### src/rtl/bfs_pkg.sv
// Shared types and constants for the BFS frontier enqueue arbiter.
package bfs_pkg;

  localparam int VID_W = 32;

  typedef enum logic [1:0] {
    ST_IDLE  = 2'd0,
    ST_RUN   = 2'd1,
    ST_DRAIN = 2'd2,
    ST_DONE  = 2'd3
  } state_t;

  // Queue lane enables; a lone lane-1 write (2'b10) is never legal.
  localparam logic [1:0] EQ_NONE = 2'b00;
  localparam logic [1:0] EQ_ONE  = 2'b01;
  localparam logic [1:0] EQ_TWO  = 2'b11;

endpackage

### src/rtl/rr_pick2.sv
// Combinational rotating-priority picker granting up to two requesters,
// scanning upward from rr_ptr with wrap at N_REQ.
module rr_pick2 #(
  parameter int N_REQ = 4,
  parameter int IW    = 2
) (
  input  logic [N_REQ-1:0] req,
  input  logic [IW-1:0]    rr_ptr,
  output logic [N_REQ-1:0] g0,
  output logic [N_REQ-1:0] g1,
  output logic [IW-1:0]    idx0,
  output logic [IW-1:0]    idx1,
  output logic [1:0]       cnt
);

  always_comb begin
    int          p;
    logic [IW-1:0] pi;
    g0   = '0;
    g1   = '0;
    idx0 = '0;
    idx1 = '0;
    cnt  = 2'd0;
    p    = 0;
    pi   = '0;
    for (int k = 0; k < N_REQ; k++) begin
      p = int'(rr_ptr) + k;
      if (p >= N_REQ) p = p - N_REQ;
      pi = IW'(p);
      if (req[pi]) begin
        if (cnt == 2'd0) begin
          g0[pi] = 1'b1;
          idx0   = pi;
          cnt    = 2'd1;
        end else if (cnt == 2'd1) begin
          g1[pi] = 1'b1;
          idx1   = pi;
          cnt    = 2'd2;
        end
      end
    end
  end

endmodule

### src/rtl/bfs_enq_arbiter.sv
// Round-robin arbiter packing up to two producer vertex IDs per beat into the
// dual-enqueue frontier queue, with level sequencing. Optional BFS_ENQ_STATS_EN.
module bfs_enq_arbiter
  import bfs_pkg::*;
#(
  parameter int N_REQ = 4,
  parameter int VID_W = bfs_pkg::VID_W
) (
  input  logic                     clk,
  input  logic                     bfs_rst,
  input  logic                     level_start,
  input  logic [N_REQ-1:0]         req_valid,
  input  logic [N_REQ*VID_W-1:0]   req_data,
  input  logic [N_REQ-1:0]         req_done,
  output logic [N_REQ-1:0]         req_ready,
  output logic [1:0]               enqueue_req,
  output logic [2*VID_W-1:0]       wdata_in,
  input  logic                     queue_full,
  output logic                     level_done,
  output logic                     busy
`ifdef BFS_ENQ_STATS_EN
  ,
  output logic [31:0]              stat_ids,
  output logic [31:0]              stat_stall
`endif
);

  localparam int IW = $clog2(N_REQ);

  state_t             state, state_nxt;
  logic [IW-1:0]      rr_ptr, rr_ptr_nxt, last_idx;
  logic [1:0]         enq_q;
  logic [2*VID_W-1:0] beat_q;

  logic               beat_vld, out_fire, can_grant, grant_any;
  logic [N_REQ-1:0]   req_masked, g0, g1;
  logic [IW-1:0]      idx0, idx1;
  logic [1:0]         cnt;
  logic [VID_W-1:0]   id0, id1, lane1;

  assign beat_vld  = (enq_q != EQ_NONE);
  assign out_fire  = beat_vld && !queue_full;
  // A new beat may only be loaded into an empty slot or one being drained now.
  assign can_grant = (state == ST_RUN) && (!beat_vld || out_fire);
  assign req_masked = can_grant ? req_valid : '0;

  rr_pick2 #(.N_REQ(N_REQ), .IW(IW)) u_pick (
    .req    (req_masked),
    .rr_ptr (rr_ptr),
    .g0     (g0),
    .g1     (g1),
    .idx0   (idx0),
    .idx1   (idx1),
    .cnt    (cnt)
  );

  assign req_ready = g0 | g1;
  assign grant_any = (cnt != 2'd0);
  assign id0       = req_data[idx0*VID_W +: VID_W];
  assign id1       = req_data[idx1*VID_W +: VID_W];
  assign lane1     = (cnt == 2'd2) ? id1 : {VID_W{1'b0}};
  assign last_idx  = (cnt == 2'd2) ? idx1 : idx0;
  assign rr_ptr_nxt = (last_idx == IW'(N_REQ - 1)) ? '0 : last_idx + 1'b1;

  always_comb begin
    state_nxt = state;
    case (state)
      ST_IDLE:  if (level_start) state_nxt = ST_RUN;
      ST_RUN:   if (&req_done && !(|req_valid)) state_nxt = ST_DRAIN;
      ST_DRAIN: if (!beat_vld || out_fire) state_nxt = ST_DONE;
      ST_DONE:  state_nxt = ST_IDLE;
      default:  state_nxt = ST_IDLE;
    endcase
  end

  assign level_done  = (state == ST_DONE);
  assign busy        = (state != ST_IDLE);
  assign enqueue_req = enq_q;
  assign wdata_in    = beat_q;

  // Grant stage -> output beat register (latency 1)
  always_ff @(posedge clk or posedge bfs_rst) begin
    if (bfs_rst) begin
      state  <= ST_IDLE;
      rr_ptr <= '0;
      enq_q  <= EQ_NONE;
      beat_q <= '0;
    end else begin
      state <= state_nxt;
      if (grant_any) begin
        enq_q  <= (cnt == 2'd2) ? EQ_TWO : EQ_ONE;
        beat_q <= {lane1, id0};
        rr_ptr <= rr_ptr_nxt;
      end else if (out_fire) begin
        enq_q <= EQ_NONE;
      end
    end
  end

`ifdef BFS_ENQ_STATS_EN
  function automatic logic [31:0] sat_add(input logic [31:0] a, input logic [1:0] inc);
    logic [32:0] s;
    s = {1'b0, a} + {31'b0, inc};
    return s[32] ? 32'hFFFF_FFFF : s[31:0];
  endfunction

  logic [1:0] fire_ids;
  assign fire_ids = (enq_q == EQ_TWO) ? 2'd2 : 2'd1;

  always_ff @(posedge clk or posedge bfs_rst) begin
    if (bfs_rst) begin
      stat_ids   <= '0;
      stat_stall <= '0;
    end else if (level_start) begin
      stat_ids   <= '0;
      stat_stall <= '0;
    end else begin
      if (out_fire)              stat_ids   <= sat_add(stat_ids, fire_ids);
      if (beat_vld && queue_full) stat_stall <= sat_add(stat_stall, 2'd1);
    end
  end
`endif

endmodule

### config.mk
export PLATFORM = sky130hd
export DESIGN_NAME = bfs_enq_arbiter
export DESIGN_NICKNAME = d
export VERILOG_FILES = /design/src/rtl/bfs_pkg.sv /design/src/rtl/rr_pick2.sv /design/src/rtl/bfs_enq_arbiter.sv
export SDC_FILE = /design/constraint.sdc
export NUM_CORES = 1
export LEC_CHECK = 0
export CAP_MARGIN = 25
export CORE_MARGIN = 4
export CORE_UTILIZATION = 44
export CTS_CLUSTER_SIZE = 20
export DETAILED_ROUTE_END_ITERATION = 12
export GPL_TIMING_DRIVEN = 1
export PLACE_DENSITY_LB_ADDON = 0.2
export SETUP_SLACK_MARGIN = 0.5
export SYNTH_ARGS = -nofsm -noshare
export SYNTH_HDL_FRONTEND = slang
export SYNTH_SLANG_ARGS = --single-unit
export TNS_END_PERCENT = 10
### constraint.sdc
create_clock -name clk -period 5.4 [get_ports clk]
set_input_delay 0.81 -clock clk [delete_from_list [all_inputs] [get_ports clk]]
set_output_delay 0.81 -clock clk [all_outputs]
set_load 0.005 [all_outputs]
==> summary.txt <==
Setup path
  • Cell mode on critical path: nand2_1
  • Critical-path cell list: clkinvlp_4, ha_4, mux4_2, and3_4, ha_1, nand2b_1, nand2_1, inv_1, ha_2, nor2_1, nor2_2, a222oi_1, nand2_1, clkdlybuf4s50_1
  • Slowest stage delay, CP: 550 ps
  • Delay-heaviest family, CP: adder cells
  • Nature of the critical path startpoint: register
  • CP Capture Type: output port
  • R2R setup slack: 950 ps
  • CP max FO: 7
  • Reg2reg start: rr_ptr[1]
  • Worst setup path class: reg -> out
  • Slowest cell on crit path: mux4_2
  • R2r endpoint: wdata_in[51]
  • CP required: 4590 ps
  • FF-to-FF path depth: 17
  • WP data arrival: 3900 ps
  • CP bufs+invs: 3

Yosys
  • Synth Register Bits: 70
  • Cell count after synthesis: 496
  • Synth unique cells: 46
  • Warnings from Yosys: 0
  • Async SR Flop Fraction: 100%
  • Main synth FF type: dfrtp_1
  • Sequential area share after synthesis: 34.7%
  • Area leader, netlist: dfrtp_1
  • Number of synthesized flops with an enable pin: 0
  • Net Count, Synth: 650
  • Synth Cell Area: 5050 um^2
  • Post-Syn Area per Cell: 10.2 um^2
  • Dominant cells by area after synthesis: dfrtp_1 35%, mux2i_1 21%, o221ai_1 5.5%
  • Share of the synthesized area in the top cell type: 34.7%

Finish
  • N_diodes: 0
  • Reg area: 1750 um^2
  • Layout cell share with drive strength beyond 1: 9.19%
  • NumNets Final: 856
  • Area growth syn-to-layout: 52.5%
  • Area of the multi-input gates: 3090 um^2
  • Filler Cell Count: 849

Status
  • Outcome: finished, final reports clean

Clocking
  • Num CTS Buffers: 9
  • Max clock buf depth: 2
  • Htree depth: 3
  • Worst-path clk slew: 60 ps
  • CTS Root Buffer Type: clkbuf_16
  • CTS tree: yes
  • Hold-fix buffers, CTS: 0
  • CTS sink count: 70
  • Clock Latency Late Sink: 330 ps

Pwr
  • Leakage power: 3.18 nW
  • Power per Cell Area: 547 nW/um^2
  • Pwr Total: 4.21 mW
  • Maximum VDD drop: 0.489 mV

Route
  • Vias: 5065
  • DRT iter0 DRCs: 299
  • Final wirelength: 17.9 mm
  • Drt wl/cell: 21.1 um
  • Antenna viol nets, final: 0
  • DRC: 0
  • Drt pass-1 iters: 5
  • Routed vias/inst: 5.98

GRT
  • Tot GR Track Use: 26.7%
  • Vias in the first global route: 5499
  • Initial antenna violation count: 0
  • First-pass GRT wire length: 28.0 mm
  • Largest net degree at the start of global routing: 45
  • GRT overflow: 0

Floorplanning
  • Core box area: 11000 um^2
  • Die area: 13300 um^2
  • Starting Density: 45.8%
  • Die height: 115 um
  • Row cnt: 38
  • Die Wd: 115 um
  • I/O pin count: 212

STA
  • Final Max Tran Viols: 0
  • Period utilization: 87.1%
  • Fmax: 213 MHz
  • Final setup vio count: 0
  • Worst Skew: 6.92 ps
  • Worst Max-Slew Pin Slew: 812 ps
  • Setup TNS: 0 ps
  • Final hold viol count: 0
  • Unrepaired setup endpoints after global routing: no
  • Rel. slew slack: 45.9%
  • Tmin final: 4710 ps

Worst hold path
  • WHS Path Cells: 2
  • WHS Endpoint: wdata_in[44]
  • Min-delay worst type: reg -> reg
  • Hold path start: wdata_in[44]

Placed design
  • I/O Buffers: 211
  • Half-perimeter wire length after placement: 13.0 mm
  • Final RePlAce weighted congestion: 0.925

Job
  • MaxCap Viol Count: 0
registers in the layout, indices dropped and copies added, names as in the netlist:
name         count
state            2
enqueue_req      2
wdata_in        64
rr_ptr           2
cell families (layout without fill, tap and decap cells):
logic type               count (synthesis)  after routing  share of synthesized area (%)
multiplexers                           143            143                           30.2
AO/OA/AOI/OAI                          132            132                           18.2
AND/OR/NAND/NOR                         86             86                           7.55
flip-flops                              70             70                           34.7
buffers and inverters                   48            259                           5.40
adder cells (fa/ha/maj)                 14             14                           3.47
XOR/XNOR                                 3              3                          0.520
cell type report:
class                   count  area share (%)
multi-input cells         378            40.2
repair buffers            232            30.4
flip-flops and latches     70            22.8
clock buffers              13            3.25
well taps                 140            2.27
inverters                  11           0.585
clock inverters             3           0.569
routing by layer:
metal  routed length, um  GRT usage [%]  vias to the layer above
met3                1270           8.21                       41
met1                6850           30.3                     2482
met5                   0              0                        -
li1                    -              -                     2327
met2                9210           46.8                      215
met4                 533           10.7                        0
cells in the final DEF (no fill, tap or decap), drive strengths merged, types with 2 or more instances in the layout:
cell type,Yosys,layout
dfrtp,70,70
nor2,14,14
o221ai,32,32
o32ai,4,4
clkbuf,16,13
dlymetal6s2s,0,4
and4,2,2
buf,21,21
ha,14,14
clkdlybuf4s50,0,207
and2,2,2
and3,2,2
nand3,4,4
mux2,35,35
a21oi,38,38
clkinv,0,2
o32a,2,2
o22ai,33,33
xnor2,2,2
o41ai,2,2
a222oi,5,5
inv,11,10
nand2,52,52
nand2b,6,6
mux2i,104,104
mux4,4,4
o21ai,7,7
synthesized netlist by cell type (2+ instances only):
library cell  number
ha_1              14
o32a_1             2
dfrtp_1           70
and3_1             2
nand3_1            4
a222oi_1           5
a21oi_1           37
buf_1              2
nand2_1           52
and4_1             2
xnor2_1            2
mux2_2            13
mux2i_1          104
mux2_1            22
buf_6              7
clkbuf_1          16
buf_2              7
o22ai_1           33
nor2_1            14
o21ai_0            3
o32ai_1            3
inv_1             11
nand2b_1           6
o21ai_1            4
buf_4              4
and2_1             2
o221ai_1          32
o41ai_1            2
mux4_2             4
tightest hold or removal path, cell delays in order, from the launching register on:
cell and delay [ps]:
dfrtp_1 340, nand2_1 50, o221ai_1 60
repair_timing:
action | in CTS | in global routing
resized for setup | 5 | 9
pin swaps | 0 | 2
setup endpoints to repair | 36 | 13
setup buffers | 0 | 6
where the power goes:
part / switching (mW) / internal [mW] / leakage [nW] / total (mW)
clock network: 0.230 / 0.371 / 0.144 / 0.601
registers: 0.121 / 0.747 / 0.852 / 0.868
logic: 1.43 / 1.31 / 2.19 / 2.74
metrics by stage:
stage,utilization (%),cells,setup WS (ps),instance area [um^2],hold slack [ps]
after global routing,69.8,847,502,7700,505
final,69.8,847,695,7700,484
after detailed placement,66.2,824,338,7300,473
after global placement,66.2,824,477,7300,469
after CTS,69.0,840,508,7610,488
after floorplan,-,496,758,5050,480
worst max path at each step:
stage | from | to | cells past startpoint
after floorplan | rr_ptr[0] | wdata_in[32] | 21
after global placement | req_valid[2] | wdata_in[35] | 16
after detailed placement | req_valid[2] | wdata_in[40] | 16
after CTS | req_valid[2] | req_ready[2] | 11
final | rr_ptr[1] | req_ready[2] | 14
after global routing | rr_ptr[1] | req_ready[2] | 14
Power figures use the tool's default switching activity.
